==> config.mk <==
export PLATFORM = sky130hd
export DESIGN_NAME = alu_serial_sequencer
export DESIGN_NICKNAME = d
export VERILOG_FILES = /design/src/rtl/alu_serial_sequencer.sv
export SDC_FILE = /design/constraint.sdc
export NUM_CORES = 1
export LEC_CHECK = 0
export BUFFER_PORTS_ARGS = -buffer_cell sky130_fd_sc_hd__clkbuf_2
export CAP_MARGIN = 20
export CORE_MARGIN = 2
export CORE_UTILIZATION = 50
export CTS_CLUSTER_DIAMETER = 40
export DETAILED_ROUTE_END_ITERATION = 6
export PLACE_DENSITY = 0.73
export SLEW_MARGIN = 20
export SYNTH_ARGS = -nofsm -noshare
export SYNTH_HDL_FRONTEND = slang
export SYNTH_SLANG_ARGS = --single-unit
==> constraint.sdc <==
create_clock -name clk_i -period 4.9 [get_ports clk_i]
set_input_delay 0.49 -clock clk_i [delete_from_list [all_inputs] [get_ports clk_i]]
set_output_delay 0.49 -clock clk_i [all_outputs]
set_load 0.1 [all_outputs]
==> src/rtl/alu_serial_sequencer.sv <==
// Bit-serial ALU sequencer: drives one external 1-bit ALU slice LSB first and
// assembles the WIDTH-bit result plus zero/carry/overflow flags.
//
// state | meaning
// IDLE  | waiting for start_i, slice inputs driven 0
// RUN   | one operand bit per cycle through the slice
// DONE  | one-cycle done_o pulse, result and flags valid
module alu_serial_sequencer #(
  parameter int WIDTH = 32
) (
  input  logic             clk_i,
  input  logic             rst_i,
  input  logic             start_i,
  input  logic [WIDTH-1:0] src1_i,
  input  logic [WIDTH-1:0] src2_i,
  input  logic [3:0]       ALU_control_i,
  output logic             busy_o,
  output logic             done_o,
  output logic [WIDTH-1:0] result_o,
  output logic             zero_o,
  output logic             cout_o,
  output logic             overflow_o,
  output logic             slice_src1_o,
  output logic             slice_src2_o,
  output logic             slice_less_o,
  output logic             slice_A_invert_o,
  output logic             slice_B_invert_o,
  output logic             slice_cin_o,
  output logic [1:0]       slice_operation_o,
  input  logic             slice_result_i,
  input  logic             slice_cout_i
);

  localparam int IDX_W = $clog2(WIDTH);
  localparam logic [IDX_W-1:0] LAST_IDX = IDX_W'(WIDTH - 1);

  typedef enum logic [1:0] {S_IDLE, S_RUN, S_DONE} state_t;

  state_t           state;
  logic [WIDTH-1:0] a_reg;
  logic [WIDTH-1:0] b_reg;
  logic [WIDTH-2:0] acc;
  logic [3:0]       ctrl_reg;
  logic [IDX_W-1:0] idx;
  logic             carry;

  // {legal, arith, A_invert, B_invert, slice op}
  function automatic logic [5:0] decode(input logic [3:0] code);
    case (code)
      4'b0000: decode = 6'b10_00_00;
      4'b0001: decode = 6'b10_00_01;
      4'b0010: decode = 6'b11_00_10;
      4'b0110: decode = 6'b11_01_10;
      4'b0111: decode = 6'b11_01_10;
      4'b1100: decode = 6'b10_11_00;
      default: decode = 6'b00_00_00;
    endcase
  endfunction

  logic [5:0] dec_run;
  logic       req_b_inv;
  logic       is_slt;
  assign dec_run   = decode(ctrl_reg);
  assign is_slt    = (ctrl_reg == 4'b0111);
  assign req_b_inv = (ALU_control_i == 4'b0110) || (ALU_control_i == 4'b0111) ||
                     (ALU_control_i == 4'b1100);

  // Final-bit view: the MSB comes straight from the slice on the last RUN edge.
  logic [WIDTH-1:0] sum_final;
  logic             ovf_final;
  logic [WIDTH-1:0] result_final;
  assign sum_final = {slice_result_i, acc};
  assign ovf_final = carry ^ slice_cout_i;

  always_comb begin
    result_final = '0;
    if (dec_run[5]) begin
      if (is_slt) result_final = {{(WIDTH-1){1'b0}}, sum_final[WIDTH-1] ^ ovf_final};
      else        result_final = sum_final;
    end
  end

  assign slice_less_o = 1'b0;

  always_comb begin
    slice_src1_o      = 1'b0;
    slice_src2_o      = 1'b0;
    slice_cin_o       = 1'b0;
    slice_A_invert_o  = 1'b0;
    slice_B_invert_o  = 1'b0;
    slice_operation_o = 2'b00;
    if (state == S_RUN) begin
      slice_src1_o      = a_reg[idx];
      slice_src2_o      = b_reg[idx];
      slice_cin_o       = carry;
      slice_A_invert_o  = dec_run[3];
      slice_B_invert_o  = dec_run[2];
      slice_operation_o = dec_run[1:0];
    end
  end

  always_ff @(posedge clk_i or posedge rst_i) begin
    if (rst_i) begin
      state      <= S_IDLE;
      a_reg      <= '0;
      b_reg      <= '0;
      acc        <= '0;
      ctrl_reg   <= '0;
      idx        <= '0;
      carry      <= 1'b0;
      busy_o     <= 1'b0;
      done_o     <= 1'b0;
      result_o   <= '0;
      zero_o     <= 1'b0;
      cout_o     <= 1'b0;
      overflow_o <= 1'b0;
    end else begin
      done_o <= 1'b0;
      case (state)
        S_IDLE: begin
          if (start_i) begin
            a_reg    <= src1_i;
            b_reg    <= src2_i;
            ctrl_reg <= ALU_control_i;
            idx      <= '0;
            carry    <= req_b_inv;
            busy_o   <= 1'b1;
            state    <= S_RUN;
          end
        end
        S_RUN: begin
          acc   <= {slice_result_i, acc[WIDTH-2:1]};
          carry <= slice_cout_i;
          idx   <= idx + IDX_W'(1);
          if (idx == LAST_IDX) begin
            result_o   <= result_final;
            zero_o     <= (result_final == '0);
            cout_o     <= dec_run[4] & slice_cout_i;
            overflow_o <= dec_run[4] & ovf_final;
            done_o     <= 1'b1;
            busy_o     <= 1'b0;
            state      <= S_DONE;
          end
        end
        S_DONE:  state <= S_IDLE;
        default: state <= S_IDLE;
      endcase
    end
  end

endmodule

* After elaboration in Yosys (flattened, before gate mapping)
Index checks and enable logic that the tools add are counted.
Storage, ports and cells: output and inout port bits 45, input port bits 73, register bits after elaboration 144, word-level logic and storage cells 68
Operators by class: $lt $le $gt $ge 1, equality and inequality tests 12, add/sub/neg operators 1, bitwise logic cells 4, multiplexer cells 25, reduce and logical (&&, ||, !) cells 12
Operators by type and width (count):
- $mux W32 | 2
- $logic_not A32 Y1 | 1
- $pmux W6 S5 | 1
- $eq A4 B3 Y1 const B | 4
- $mux W1 | 12
- $bmux W1 S5 | 2
- $pmux W5 S2 | 1
- $eq A4 B4 Y1 const B | 2
- $reduce_and A2 Y1 | 4
- $lt A5 B6 Y1 const B | 1
- $mux W2 | 3
- $add A5 B1 Y5 const B | 1
- $eq A5 B5 Y1 const B | 1
- $mux W5 | 1
- $eq A4 B1 Y1 const B | 1
- $eq A4 B2 Y1 const B | 1
- $logic_not A4 Y1 | 1
- $pmux W1 S2 | 2
- $pmux W2 S2 | 1
- $reduce_and A3 Y1 | 1
- $and A1 B1 Y1 | 2
- $eq A2 B1 Y1 const B | 1
- $logic_not A2 Y1 | 1
- $logic_or A1 B1 Y1 | 2
- other kinds (5) | 6

* Depth between registers and ports, before layout
Gate-level depths: netlist of the first run.
depth after elaboration 5, depth in mapped cells 7, mapped depth without buffers 6

* Worst setup path after synthesis of the first run
No wires, ideal clock.
path type reg2out, from register state[1], to output slice_operation_o[0], cell stages (with the launch flop) 4, arrival 3.594 ns, setup slack 0.816 ns, data required time 4.410 ns, path buffers 1, path through dfrtp_1 -> nand2b_1 -> clkbuf_1 -> nor4_1
Between the ends: cells in the longest elaborated chain, start to end 2
RTL lines:
- from (decl) | RTL line 39 | state_t state;
- from (signal assigned) | RTL line 104 | state <= S_IDLE;
- from (signal assigned) | RTL line 128 | state <= S_RUN;
- from (signal assigned) | RTL line 142 | state <= S_DONE;
- $eq A2 B1 Y1 | RTL line 92 | if (state == S_RUN) begin
- $mux W2 | RTL line 92
- to (decl) | RTL line 29 | output logic [1:0] slice_operation_o,
No other way between the ends.

* Worst setup path in the final report of the first run
from register idx[0], to output slice_src2_o
Between the ends: cells in the longest elaborated chain, start to end 3
RTL lines:
- from (decl) | RTL line 44 | logic [IDX_W-1:0] idx;
- from (signal assigned) | RTL line 134 | idx <= idx + IDX_W'(1);
- $bmux W1 S5 | RTL line 94 | slice_src2_o = b_reg[idx];
- $mux W1 (not written as such) | RTL line 94
- $mux W1 | RTL line 92
- to (decl) | RTL line 24 | output logic slice_src2_o,
No other way between the ends. The select of a mux whose other input is x is not followed.

==> results.sh, run 1 <==
export IMPL_drtPass1Iterations=4
export IMPL_reg2regPathDepth=6
export IMPL_layout_common_cells="161 x nand2_1, 144 x dfrtp_1, 116 x clkbuf_2"
export IMPL_die_x_um=116
export IMPL_fin_crit_ps=3400
export IMPL_grt_pass1_vias=4379
export IMPL_wl_per_cell_um=15.2
export IMPL_min_path_type="in2async"
export IMPL_placed_area_um2=7010
export IMPL_layout_commonest_cell="nand2_1"
export IMPL_overflow=0
export IMPL_gr_usage_all_layers_pct=20.6
export IMPL_hold_viol=0
export IMPL_status="finished clean"
export IMPL_syn_num_nets=631
export IMPL_crit_start="idx[0]"
export IMPL_setup_viol=0
export IMPL_r2r_end="overflow_o"
export IMPL_cts_sinks=144
export IMPL_hold_buffers=0
export IMPL_required_ps=4410
export IMPL_grt_pass1_wl_um=21200
export IMPL_final_max_slew_viol_count=0
export IMPL_path_cells="mux4_1 -> mux2_2 -> o21ai_0 -> a31oi_1 -> clkbuf_2"
export IMPL_rrSetupSlack_ps=2480
export IMPL_clockBufferDepth=2
export IMPL_cp_start_kind="flop"
export IMPL_cap_violations=0
export IMPL_postCtsSetupBuffers=0
export IMPL_n_antenna_cell=0
export IMPL_cts_buffers=17
export IMPL_routed_wl_um=12900
export IMPL_ys_flop_type="dfrtp_1"
export IMPL_synthCells=556
export IMPL_async_reset_ff_share_pct=100
export IMPL_nNetsFinal=738
export IMPL_start_util_pct=50.8
export IMPL_path_clk_slew_ps=60
export IMPL_antenna_found_initial=0
export IMPL_crit_slowest_cell="dfrtp_1"
export IMPL_critPathArrivalTime_ps=2910
export IMPL_ios=118
export IMPL_synthToLayoutAreaGrowth_pct=21.2
export IMPL_clock_latency_ps=430
export IMPL_synth_cell_types=43
export IMPL_dpl_hpwl_um=8990
export IMPL_detail_route_antenna_nets=0
export IMPL_die_h_um=116
export IMPL_cp_end_kind="output pin"
export IMPL_yosys_register_bits=144
export IMPL_postSynthAreaPerCell_um2=11.4
export IMPL_fin_area_um2=7670
export IMPL_io_buffers=116
export IMPL_finalClockSkew_ps=8.50
export IMPL_cp_endpoint="slice_src2_o"
export IMPL_num_rows=41
export IMPL_yosysWarningCount=0
export IMPL_synth_edf_count=0
export IMPL_worstSetupPathType="reg2out"
export IMPL_layout_drive_gt1_share_pct=34.8
export IMPL_slowest_delay_ps=860
export IMPL_post_route_period_util_pct=69.4
export IMPL_cts_root_buf="clkbuf_16"
export IMPL_r2r_start="idx[0]"
export IMPL_htreeDepth=4
export IMPL_max_freq_mhz=294
export IMPL_tns_ps=0
export IMPL_cts_tree="yes"
export IMPL_cp_max_fo=17
export IMPL_cts_repair_resized=0
export IMPL_gp_congestion=0.793
export IMPL_drc=0
export IMPL_rsz0062_at_grt="false"
export IMPL_relSlewSlack_pct=46.5
export IMPL_route_vias_total=4402
export IMPL_netlist_area_um2=6330
export IMPL_drt_initial_drc_count=284
export IMPL_viasPerCell=5.19
export IMPL_grt_max_degree=93
export IMPL_core_area_um2=12500
export IMPL_die_area_um2=13600
export IMPL_worst_slew_pin_slew_ps=802
export IMPL_ys_seq_area_share_pct=57.0
## cell type report
| type | count | area (um^2) |
|---|---|---|
| multi-input combinational | 371 | 2540 |
| fill | 1007 | 4800 |
| inverter | 7 | 31.3 |
| clock inverter | 13 | 210 |
| sequential | 144 | 3600 |
| clock buffer | 19 | 443 |
| tap | 172 | 215 |
| timing repair buffer | 122 | 626 |
## Yosys cell counts, types with 2 or more instances
library cell | count | area, um^2
o21ai_0 | 32 | 160
a22oi_1 | 3 | 22.5
buf_1 | 3 | 11.3
dfrtp_1 | 144 | 3600
clkbuf_1 | 14 | 52.6
a211oi_1 | 2 | 15.0
a31oi_1 | 2 | 12.5
a221oi_1 | 2 | 17.5
nor2_1 | 10 | 37.5
mux2i_1 | 16 | 160
nand2b_1 | 4 | 25.0
mux4_1 | 8 | 210
a22o_1 | 6 | 52.6
nand4_1 | 3 | 18.8
nor2b_1 | 4 | 25.0
buf_2 | 13 | 65.1
buf_4 | 2 | 15.0
nand2_1 | 162 | 608
nor4_1 | 8 | 50.1
ha_1 | 2 | 25.0
inv_1 | 7 | 26.3
o21ai_1 | 8 | 40.0
a21oi_1 | 4 | 20.0
o21ai_2 | 2 | 17.5
mux2_2 | 73 | 822
nand3_1 | 4 | 20.0
mux4_2 | 2 | 45.0
## per-stage QoR
step | std cells | setup WS [ps] | utilization, % | hold slack (ps)
6_report | 848 | 1500 | 61.5 | 226
5_1_grt | 848 | 1350 | 61.5 | 287
4_1_cts | 848 | 1480 | 61.5 | 260
3_5_place_dp | 816 | 1970 | 56.2 | 470
3_3_place_gp | 816 | 2020 | 56.2 | 461
2_1_floorplan | 556 | 544 | - | 454
## worst min path at each step
stage	depth (start not counted)	slack (ps)	start	to
3_5_place_dp	2	470	result_o[23]	result_o[23]
2_1_floorplan	2	450	acc[0]	acc[0]
3_3_place_gp	2	460	result_o[11]	result_o[11]
4_1_cts	2	260	rst_i	a_reg[27]
5_1_grt	2	290	src1_i[1]	a_reg[1]
6_report	2	230	rst_i	a_reg[26]
## kinds of logic (layout without fill, tap and decap cells)
| logic type | after synthesis | count (layout) | share of synthesized area (%) |
|---|---|---|---|
| AO/OA/AOI/OAI | 65 | 65 | 6.13 |
| XOR/XNOR | 2 | 2 | 0.514 |
| adder cells (fa/ha/maj) | 2 | 2 | 0.395 |
| buffers and inverters | 41 | 161 | 3.18 |
| flip-flops | 144 | 144 | 57.0 |
| multiplexers | 99 | 99 | 19.6 |
| other | 1 | 1 | 0.0593 |
| AND/OR/NAND/NOR | 202 | 202 | 13.2 |
## metal layers
metal	vias up	track usage [%]	share of wire [%]
li1	2128	-	-
met1	2127	26.0	44
met2	121	32.9	49
met3	26	6.54	5.9
met4	0	8.65	1.8
met5	-	0	0
## worst max-delay path, delay by kind of cell (launching register included)
family / cells / cell delay, ps
AO/OA/AOI/OAI: 2 / 330
buffers and inverters: 1 / 390
multiplexers: 2 / 900
flip-flops: 1 / 860
Power of run 1 is not shown: default switching activity piles up to over one toggle a cycle in this logic, so the estimate is an artifact.
==> run 2, diff against run 1 <==
- PLACE_DENSITY: 0.73 -> 0.76
- clock period: 4.9 -> 2.8 ns (I/O delays scaled with it)
==> run 2 against run 1 <==
Final area rose by 1.3%. Wire length increased by 4.4%. Global-route usage grew 0.53 points. Sequential share of layout area fell by 0.59 points. Worst hold slack worse by 150 ps. Critical path depth grew 1. Register-to-register slack got worse by 1800 ps. Core utilization increased by 0.82 points. Die area unchanged. Non-clock buffer count grew 6. Largest cell class unchanged.
==> results.sh, run 2 (same netlist as run 1, synthesis figures left out) <==
export IMPL_clockBufferDepth=2
export IMPL_detail_route_antenna_nets=0
export IMPL_layout_commonest_cell="nand2_1"
export IMPL_max_freq_mhz=375
export IMPL_htreeDepth=4
export IMPL_die_x_um=116
export IMPL_cts_buffers=17
export IMPL_cp_common_cell="buf_4"
export IMPL_wl_per_cell_um=15.7
export IMPL_grt_pass1_wl_um=21800
export IMPL_fillers=1006
export IMPL_dpl_hpwl_um=9440
export IMPL_clock_latency_ps=430
export IMPL_cp_end_kind="output pin"
export IMPL_cp_start_kind="flop"
export IMPL_gp_congestion=0.824
export IMPL_overflow=0
export IMPL_path_cells="buf_4 -> buf_4 -> mux4_1 -> o21ai_0 -> a31oi_2 -> buf_12"
export IMPL_status="finished clean"
export IMPL_hold_viol=0
export IMPL_route_vias_total=4500
export IMPL_cts_root_buf="clkbuf_16"
export IMPL_drtPass1Iterations=4
export IMPL_post_route_period_util_pct=95.3
export IMPL_cts_sinks=144
export IMPL_hold_buffers=0
export IMPL_layout_common_cells="161 x nand2_1, 142 x dfrtp_1, 113 x clkbuf_2"
export IMPL_worst_slew_pin_slew_ps=737
export IMPL_crit_buf_inv=3
export IMPL_layout_drive_gt1_share_pct=36.4
export IMPL_drt_initial_drc_count=288
export IMPL_setup_viol=0
export IMPL_viasPerCell=5.27
export IMPL_use_met3_pct=6.23
export IMPL_start_util_pct=50.8
export IMPL_routed_wl_um=13400
export IMPL_cap_violations=0
export IMPL_nNetsFinal=744
export IMPL_slowest_delay_ps=550
export IMPL_tns_ps=0
export IMPL_postCtsSetupBuffers=0
export IMPL_min_path_type="in2async"
export IMPL_rsz0062_at_grt="false"
export IMPL_die_h_um=116
export IMPL_num_rows=41
export IMPL_core_area_um2=12500
export IMPL_ir_drop_mv=0.707
export IMPL_final_max_slew_viol_count=0
export IMPL_met1_usage_pct=25.7
export IMPL_busiest_layer="met2"
export IMPL_relSlewSlack_pct=50.9
export IMPL_synthToLayoutAreaGrowth_pct=22.8
export IMPL_grt_max_degree=145
export IMPL_antenna_found_initial=0
export IMPL_fin_crit_ps=2670
export IMPL_grt_met2_usage_pct=36.1
export IMPL_leakagePower_nw=3.82
export IMPL_crit_slowest_cell="mux4_1"
export IMPL_final_core_util_pct=62.3
export IMPL_n_antenna_cell=0
export IMPL_drc=0
export IMPL_cpLargestDelayFamily="buffers and inverters"
export IMPL_ios=118
export IMPL_die_area_um2=13600
export IMPL_io_buffers=116
export IMPL_critPathArrivalTime_ps=2390
export IMPL_fin_hold_ws_ps=77.0
export IMPL_gr_usage_all_layers_pct=21.1
export IMPL_cts_tree="yes"
export IMPL_required_ps=2520
export IMPL_cp_max_fo=10
export IMPL_finalClockSkew_ps=10.4
export IMPL_power_density_nw_per_um2=1440
export IMPL_worstSetupPathType="reg2out"
export IMPL_cts_repair_resized=1
export IMPL_grt_pass1_vias=4489
export IMPL_path_clk_slew_ps=60
[run 2: cell types whose count changed in the layout (fill, tap and decap cells not counted), sizes merged]
cell,previous run,this run
buf,6,15
clkinvlp,2,1
clkbuf,135,134
bufinv,5,3
clkinv,5,6
[run 2: final timing paths]
path,end,from,slack (ps),cells past startpoint
max in group asynchronous,idx[0],rst_i,2190,3
hold reg to reg,result_o[31],result_o[31],480,2
hold / removal,result_o[4],rst_i,80,3
setup reg to reg,zero_o,idx[1],710,6
setup / recovery,slice_src2_o,idx[0],130,6
min in group clk_i,ctrl_reg[2],ALU_control_i[2],80,3
[run 2: worst register-to-register path, cell delays in order, from the launching register on]
cell	delay (ps)
dfrtp_2	580
ha_1	250
and3_1	170
ha_1	180
nand2_2	260
buf_12	280
o31ai_1	260
[run 2: final cells by class]
class / instances / area (um^2) / area share [%]
Tap cell: 172 / 215 / 2.77
Clock inverter: 11 / 153 / 1.96
Sequential cell: 144 / 3610 / 46.4
Multi-Input combinational cell: 371 / 2560 / 32.9
Clock buffer: 21 / 480 / 6.18
Inverter: 7 / 30.0 / 0.387
Timing Repair Buffer: 128 / 728 / 9.37
[run 2: through the flow]
step	area [um^2]	power (mW)	cells	setup slack (ps)
final	7770	11.2	854	133
after global routing	7770	11.8	854	18.7
after CTS	7770	11.2	854	50.3
after detailed placement	7130	8.82	822	438
after global placement	7130	8.61	822	546
after floorplan	6350	7.73	556	79.6
[run 2: routing by layer]
metal,wire length [um],up-vias
li1,-,2137
met2,6950,117
met1,5680,2231
met4,185,0
met5,0,-
met3,624,15
[run 2: power breakdown]
part           switching [mW]  internal [mW]  total [mW]
Clock                   0.886           1.50        2.39
Combinational            3.30           1.68        4.98
Sequential              0.772           3.01        3.78
Total                    4.96           6.19        11.2
No activity file was read; power rests on OpenSTA's default activity.
